**config.mk**
```make
export PLATFORM = sky130hd
export DESIGN_NAME = reg_alu_pipe
export DESIGN_NICKNAME = d
export VERILOG_FILES = /design/src/rtl/alu_pkg.sv /design/src/rtl/alu_core.sv /design/src/rtl/reg_alu_pipe.sv
export SDC_FILE = /design/constraint.sdc
export NUM_CORES = 1
export LEC_CHECK = 0
export ABC_CLOCK_PERIOD_IN_PS = 3400
export CAP_MARGIN = 5
export CORE_ASPECT_RATIO = 0.5
export CORE_MARGIN = 3
export CORE_UTILIZATION = 45
export DETAILED_ROUTE_END_ITERATION = 16
export MAX_ROUTING_LAYER = met4
export PLACE_DENSITY_LB_ADDON = 0.08
export SYNTH_ARGS = -nofsm -noshare
export SYNTH_HDL_FRONTEND = slang
export SYNTH_SLANG_ARGS = --single-unit
```
**constraint.sdc**
```tcl
create_clock -name clock -period 3.4 [get_ports clock]
set_input_delay 0.51 -clock clock [delete_from_list [all_inputs] [get_ports clock]]
set_output_delay 0.51 -clock clock [all_outputs]
set_load 0.02 [all_outputs]
```
**src/rtl/alu_pkg.sv**
```systemverilog
// Shared opcode definitions for the pipelined register ALU.
// The datapath control FSM and the bench both decode Select through this package.
package alu_pkg;

  localparam int SEL_W = 3;

  typedef logic [SEL_W-1:0] op_t;

  localparam op_t OP_ADD  = 3'd0;
  localparam op_t OP_SUB  = 3'd1;
  localparam op_t OP_ADD3 = 3'd2;
  localparam op_t OP_ACC  = 3'd3;
  localparam op_t OP_AND  = 3'd4;
  localparam op_t OP_OR   = 3'd5;
  localparam op_t OP_XOR  = 3'd6;
  localparam op_t OP_PASS = 3'd7;

endpackage

```
**src/rtl/alu_core.sv**
```systemverilog
// Combinational ALU: all arithmetic for reg_alu_pipe lives here.
// Every result is truncated to WIDTH bits; carry is zero for the logic ops and PASS.
module alu_core
  import alu_pkg::*;
#(
  parameter int WIDTH = 4
) (
  input  op_t              op,
  input  logic [WIDTH-1:0] a,
  input  logic [WIDTH-1:0] b,
  input  logic [WIDTH-1:0] c,
  input  logic [WIDTH-1:0] acc,
  output logic [WIDTH-1:0] res,
  output logic             carry
);

  logic [WIDTH:0]   sum_ab;
  logic [WIDTH:0]   diff_ab;
  logic [WIDTH:0]   sum_acc;
  logic [WIDTH+1:0] sum_abc;

  always_comb begin
    sum_ab  = {1'b0, a} + {1'b0, b};
    diff_ab = {1'b0, a} - {1'b0, b};
    sum_acc = {1'b0, acc} + {1'b0, a};
    sum_abc = {2'b00, a} + {2'b00, b} + {2'b00, c};
    res     = '0;
    carry   = 1'b0;
    case (op)
      OP_ADD: begin
        res   = sum_ab[WIDTH-1:0];
        carry = sum_ab[WIDTH];
      end
      // Top bit of the widened difference is the borrow; carry means "no borrow".
      OP_SUB: begin
        res   = diff_ab[WIDTH-1:0];
        carry = ~diff_ab[WIDTH];
      end
      OP_ADD3: begin
        res   = sum_abc[WIDTH-1:0];
        carry = |sum_abc[WIDTH+1:WIDTH];
      end
      OP_ACC: begin
        res   = sum_acc[WIDTH-1:0];
        carry = sum_acc[WIDTH];
      end
      OP_AND:  res = a & b;
      OP_OR:   res = a | b;
      OP_XOR:  res = a ^ b;
      OP_PASS: res = c;
      default: begin
        res   = '0;
        carry = 1'b0;
      end
    endcase
  end

endmodule

```
**src/rtl/reg_alu_pipe.sv**
```systemverilog
// Two-stage valid/ready register ALU: S1 captures operands, S2 computes and holds the result.
// RegOut doubles as the accumulator, so ACC always sees the previous result in issue order.
module reg_alu_pipe
  import alu_pkg::*;
#(
  parameter int WIDTH = 4
) (
  input  logic             clock,
  input  logic             reset,
  input  logic [SEL_W-1:0] Select,
  input  logic [WIDTH-1:0] A,
  input  logic [WIDTH-1:0] B,
  input  logic [WIDTH-1:0] C,
  input  logic             in_valid,
  output logic             in_ready,
  output logic [WIDTH-1:0] RegOut,
  output logic             Carryout,
  output logic             Zero,
  output logic             out_valid,
  input  logic             out_ready
);

  logic             s1_valid_q, s1_valid_d;
  op_t              s1_op_q, s1_op_d;
  logic [WIDTH-1:0] s1_a_q, s1_a_d;
  logic [WIDTH-1:0] s1_b_q, s1_b_d;
  logic [WIDTH-1:0] s1_c_q, s1_c_d;
  logic             out_valid_q, out_valid_d;
  logic [WIDTH-1:0] regout_q, regout_d;
  logic             carry_q, carry_d;
  logic             zero_q, zero_d;

  logic             s2_free;
  logic             s1_adv;
  logic             accept;
  logic [WIDTH-1:0] core_res;
  logic             core_carry;

  alu_core #(.WIDTH(WIDTH)) u_core (
    .op    (s1_op_q),
    .a     (s1_a_q),
    .b     (s1_b_q),
    .c     (s1_c_q),
    .acc   (regout_q),
    .res   (core_res),
    .carry (core_carry)
  );

  always_comb begin
    s2_free  = !out_valid_q || out_ready;
    s1_adv   = s1_valid_q && s2_free;
    in_ready = !s1_valid_q || s2_free;
    accept   = in_valid && in_ready;

    s1_valid_d  = accept || (s1_valid_q && !s1_adv);
    s1_op_d     = s1_op_q;
    s1_a_d      = s1_a_q;
    s1_b_d      = s1_b_q;
    s1_c_d      = s1_c_q;
    out_valid_d = s1_adv || (out_valid_q && !out_ready);
    regout_d    = regout_q;
    carry_d     = carry_q;
    zero_d      = zero_q;

    if (accept) begin
      s1_op_d = op_t'(Select);
      s1_a_d  = A;
      s1_b_d  = B;
      s1_c_d  = C;
    end
    // Flags change only on a new S2 load; consumption alone leaves them intact.
    if (s1_adv) begin
      regout_d = core_res;
      carry_d  = core_carry;
      zero_d   = (core_res == '0);
    end
  end

  always_ff @(posedge clock) begin
    if (reset) begin
      s1_valid_q  <= 1'b0;
      s1_op_q     <= OP_ADD;
      s1_a_q      <= '0;
      s1_b_q      <= '0;
      s1_c_q      <= '0;
      out_valid_q <= 1'b0;
      regout_q    <= '0;
      carry_q     <= 1'b0;
      zero_q      <= 1'b1;
    end else begin
      s1_valid_q  <= s1_valid_d;
      s1_op_q     <= s1_op_d;
      s1_a_q      <= s1_a_d;
      s1_b_q      <= s1_b_d;
      s1_c_q      <= s1_c_d;
      out_valid_q <= out_valid_d;
      regout_q    <= regout_d;
      carry_q     <= carry_d;
      zero_q      <= zero_d;
    end
  end

  assign RegOut    = regout_q;
  assign Carryout  = carry_q;
  assign Zero      = zero_q;
  assign out_valid = out_valid_q;

endmodule

```
# ---- Word-level counts from Yosys, hierarchy flattened
# Cells that the tools add are included.
dict set report totals {
  romBits 0
  inputBits 19
  memories 0
  wordCells 42
  regBits 23
  ram_bits 0
  output_inout_bits 8
  latch_bits 0
}
dict set report op_classes {
  n_lt_le_gt_ge 0
  n_eq_ne 7
  div_mod_pow 0
  n_shift 0
  mux 2
  bitwise_logic 4
  addsub 5
  reduce_logical 15
  mul 0
}
# operator count
set ops {}
lappend ops {{case mux 4 bit (8 select lines)} 1}
lappend ops {{adder 4 x 4 -> 5 bit} 3}
lappend ops {{== test 3 bit, second input constant} 4}
lappend ops {{adder 6 x 4 -> 6 bit} 1}
lappend ops {{== test 3 x 2 -> 1 bit, second input constant} 2}
lappend ops {{subtractor 4 x 4 -> 5 bit} 1}
lappend ops {{AND 4 bit} 1}
lappend ops {{logical AND 1 bit} 4}
lappend ops {{logical NOT 1 bit} 4}
lappend ops {{logical NOT 4 bit} 1}
lappend ops {{logical OR 1 bit} 4}
lappend ops {{OR 4 bit} 1}
lappend ops {{case mux 1 bit (4 select lines)} 1}
lappend ops {{bitwise XOR 4 bit} 1}
lappend ops {{== test 3 x 1 -> 1 bit, second input constant} 1}
lappend ops {{logical NOT 3 bit} 1}
lappend ops {{OR reduction 2 bit} 1}
lappend ops {{NOT 1 bit} 1}

# ---- Depth between registers and ports, before layout
dict set report depth {
  ltp_word 6
  mapped_depth 11
  ltp_nobuf 11
}

# ---- Cells and area by module
# A second synthesis with hierarchy kept.
dict set report hier_totals {
  hier_cells 214
  area_unflattened_um2 1991.9
}
# module cells_each area_per_inst_um2 seq_area_each_um2 n_inst
set modules_own_cells {}
lappend modules_own_cells {reg_alu_pipe 102 1002.2 460.4 1}
lappend modules_own_cells {alu_core 112 989.7 0.0 1}

# ---- Least setup slack after synthesis
# No wires, ideal clock.
dict set report synth_path {
  path_kind {reg2reg}
  from {reg s1_a_q[0]}
  to {reg zero_q, in the netlist Zero}
  arrival_time_ns 2.824
  t_required_ns 3.342
  setup_ns 0.058
  path_slack_ns 0.518
  path_stages_with_launch 10
  period_less_slack_ns 2.882
  n_path_buf 0
  cell_sequence {dfxtp_1 ha_1 fa_1 fa_1 mux4_2 nor2_1 a21oi_1 a211o_1 a2111oi_2 a221o_2}
}
dict set report synth_between {
  elab_chain_cells 4
  word_cells_on_any_way 10
  cone_classes {5 x add/sub; 1 x mux; 3 x bitwise; 1 x reduce/logical}
}
# element line
set synth_rtl {}
lappend synth_rtl {{start: declaration} reg_alu_pipe.sv:25} ;# logic [WIDTH-1:0] s1_a_q, s1_a_d;
lappend synth_rtl {{start signal: assignment} reg_alu_pipe.sv:83} ;# s1_a_q <= '0;
lappend synth_rtl {{start signal: assignment} reg_alu_pipe.sv:93} ;# s1_a_q <= s1_a_d;
lappend synth_rtl {{adder 4 x 4 -> 5 bit} {alu_core.sv:23, alu_core.sv:26}}
lappend synth_rtl {{adder 6 x 4 -> 6 bit} alu_core.sv:26} ;# sum_abc = {2'b00, a} + {2'b00, b} + {2'b00, c};
lappend synth_rtl {{case mux 4 bit (8 select lines) *} alu_core.sv:29} ;# case (op)
lappend synth_rtl {{logical NOT 4 bit *} reg_alu_pipe.sv:75} ;# zero_d = (core_res == '0);
lappend synth_rtl {{end signal: assignment} reg_alu_pipe.sv:99} ;# zero_q <= zero_d;
lappend synth_rtl {{end: declaration} reg_alu_pipe.sv:31} ;# logic zero_q, zero_d;
# Mark *: on every way between the ends. The rest lies on a longest branch, timed or not.
# A chain may end at the register's enable or synchronous reset.

# ---- Worst setup path after layout
# Ends and elaborated chain as after synthesis.

==> flow_summary.json <==
{
  "path_max_fanout": 4,
  "dp_slack_ps": 347,
  "area_delta_synth_final_pct": 19.2,
  "maxCapViolCount": 0,
  "skew_ps": 5.40,
  "rrSetupSlack_ps": 290,
  "cts_setup_buffers": 0,
  "die_y_um": 49.4,
  "rsz0062_at_grt": "no",
  "p_leak_nw": 0.901,
  "fin_setup_tns_ps": 0,
  "portBuffers": 26,
  "cts_tree": "built",
  "fin_crit_sh": 0.914,
  "fin_util": 0.573,
  "min_period_ps": 3110,
  "grt-ovfl-total": 0,
  "drtPass1Iterations": 4,
  "grt_usage": 0.193,
  "crit_start": "s1_a_q[0]$_SDFFE_PP0P_",
  "total_power_uw": 673,
  "io_pins": 27,
  "hold_path.class": "register to register",
  "cts_buffers": 3,
  "cts_resized": 0,
  "ys_types": 37,
  "clockBufferDepth": 2,
  "dp_hpwl_um": 3210,
  "drv_slew": 0,
  "min_to": "Carryout$_SDFFE_PP0P_",
  "setup_viol": 0,
  "worstHoldPathCells": 2,
  "synthCells": 211,
  "antenna_left": 0,
  "synth_area_um2": 1700,
  "antenna_found_initial": 0,
  "start_util": 0.481,
  "gp_congestion": 0.885,
  "hp-start": "Carryout$_SDFFE_PP0P_",
  "slew_headroom": 0.459,
  "synthesis.nets": 255,
  "die-area_um2": 4590,
  "via_per_inst": 5.33,
  "htreeDepth": 1,
  "crit_type": "register to register",
  "drc": 0,
  "r2r_start": "s1_a_q[0]$_SDFFE_PP0P_",
  "hold_violations": 0,
  "worst_slew_pin_slew_ps": 809,
  "r2r_end": "Zero$_SDFFE_PP1P_",
  "hold_buffers": 0,
  "die_x_um": 92.8,
  "status": "complete, no violations",
  "fin_nets": 276,
  "reg2reg_depth": 9,
  "grt_pass1_wl_um": 6840,
  "clockRootBuffer": "clkbuf_8",
  "synth.avg_cell_area_um2": 8.04,
  "clk-insertion-delay-late_ps": 260,
  "cp-end-kind": "register",
  "cts_sinks": 23,
  "ir_drop_uv": 302,
  "wirelength_um": 4080,
  "coreArea_um2": 3530,
  "route.vias.total": 1504,
  "synth_warnings": 0,
  "drt_iter0_drc": 68,
  "critPathArrivalTime_ps": 3310,
  "synth-seq-cells": 23,
  "drive_gt1_frac": 0.0433,
  "grt_max_degree": 24,
  "clkTransAtPathRegs_ps": 80,
  "powerDensity_nw_per_um2": 333,
  "diodes": 0,
  "grt_pass1_vias": 1384,
  "setup.worst_path.start_class": "register",
  "required_ps": 3610,
  "rows": 15,
  "wl_per_cell_um": 14.5,
  "synth_seq_area_share": 0.271,
  "setup_slack_ps": 291,
  "fmax_mhz": 322
}
## state kept, by name, summed over array words and instances (netlist names)
signal and cells:
s1_b_q 4, out_valid 1, s1_valid_q 1, s1_op_q 3, RegOut 4, Carryout 1, s1_a_q 4, s1_c_q 4
Zero 1
## routing by layer
| layer | up-vias | part of all wire | GRT usage |
|---|---|---|---|
| li1 | 766 | - | - |
| met1 | 687 | 0.52 | 0.285 |
| met2 | 49 | 0.40 | 0.267 |
| met3 | 2 | 0.076 | 0.0601 |
| met4 | 0 | 0.0017 | 0.0170 |
| met5 | - | 0 | - |
## logic make-up after synthesis
family	synth area share
adders and majority gates	0.202
AOI/OAI and AO/OA	0.209
buffers and inverters	0.0627
DFF	0.271
xor gates and xnor gates	0.0413
and+or+nand+nor	0.175
muxes	0.0391
## how the worst max path moves through the flow
stage / endpoint / slack, ps / cells after the start
after global placement: Zero$_SDFFE_PP1P_ / 410 / 9
after CTS: Zero$_SDFFE_PP1P_ / 310 / 9
after global routing: Zero$_SDFFE_PP1P_ / 180 / 9
final: Zero$_SDFFE_PP1P_ / 290 / 9
after detailed placement: Zero$_SDFFE_PP1P_ / 350 / 9
after floorplan: Zero$_SDFFE_PP1P_ / 520 / 9
## worst max-delay path, stage by stage, from the launching register on
cell and delay (ps):
dfxtp_1 340, ha_1 250, fa_1 590, fa_1 450, mux4_2 460, nor2_1 90, a21oi_1 50, a211o_1 330
a2111oi_2 300, a221o_2 190
## cell usage after synthesis
master | number | share of area
a31oi_1 | 3 | 0.011
mux2_2 | 1 | 0.0066
a2111oi_2 | 1 | 0.0088
buf_6 | 1 | 0.0066
a211oi_1 | 2 | 0.0088
nor3b_1 | 1 | 0.0044
a221o_2 | 1 | 0.0066
nor2_1 | 12 | 0.027
o31ai_1 | 2 | 0.0088
o211a_1 | 2 | 0.012
nor2b_1 | 2 | 0.0074
nand3b_1 | 1 | 0.0044
o21bai_1 | 1 | 0.0044
or3_1 | 1 | 0.0037
nand2b_1 | 3 | 0.011
nand3_1 | 3 | 0.0088
nor3_1 | 4 | 0.012
and2_1 | 1 | 0.0037
mux4_2 | 2 | 0.027
mux2i_1 | 1 | 0.0059
dfxtp_1 | 23 | 0.27
xnor2_1 | 3 | 0.015
xor2_1 | 5 | 0.026
ha_1 | 21 | 0.15
clkbuf_1 | 6 | 0.013
buf_1 | 2 | 0.0044
a21o_1 | 5 | 0.022
a211o_1 | 3 | 0.015
buf_2 | 1 | 0.0029
buf_4 | 1 | 0.0044
o21ai_0 | 2 | 0.0059
o2111ai_1 | 1 | 0.0052
inv_1 | 14 | 0.031
fa_1 | 4 | 0.047
o22ai_1 | 3 | 0.011
nand2_1 | 42 | 0.093
a21oi_1 | 30 | 0.088
## final cells by class
cell class,instances,area [um^2]
Inverter,14,52.6
Tap cell,51,63.8
Clock buffer,3,41.3
Timing Repair Buffer,27,268
Sequential cell,23,460
Fill cell,349,1510
Multi-Input combinational cell,163,1130
Clock inverter,1,7.51
## metrics by stage
stage / cells / hold WS [ps] / area (um^2)
2_1_floorplan: 211 / 450 / 1700
3_5_place_dp: 278 / 468 / 1970
6_report: 282 / 481 / 2020
3_3_place_gp: 278 / 460 / 1970
5_1_grt: 282 / 528 / 2020
4_1_cts: 282 / 481 / 2020
## placed cells by master (no fill, tap or decap), types with 2 or more instances in the layout
cell	Yosys	final
a21o_1	5	5
nor2b_1	2	2
clkdlybuf4s50_1	0	26
xnor2_1	3	3
a31oi_1	3	3
o22ai_1	3	3
nand2b_1	3	3
xor2_1	5	5
a211oi_1	2	2
inv_1	14	14
nor3_1	4	4
mux4_2	2	2
o211a_1	2	2
dfxtp_1	23	23
nand3_1	3	3
o31ai_1	2	2
fa_1	4	4
o21ai_0	2	2
nand2_1	42	42
ha_1	21	21
a211o_1	3	3
a21oi_1	30	30
clkbuf_8	0	3
nor2_1	12	12
## where the power goes
part | switching (mW) | total (mW) | leakage, nW | internal [mW]
Clock | 0.0865 | 0.169 | 0.0217 | 0.0827
Combinational | 0.0970 | 0.190 | 0.689 | 0.0935
Sequential | 0.0279 | 0.313 | 0.189 | 0.285
Total | 0.211 | 0.673 | 0.901 | 0.462
Power figures use the tool's default switching activity.
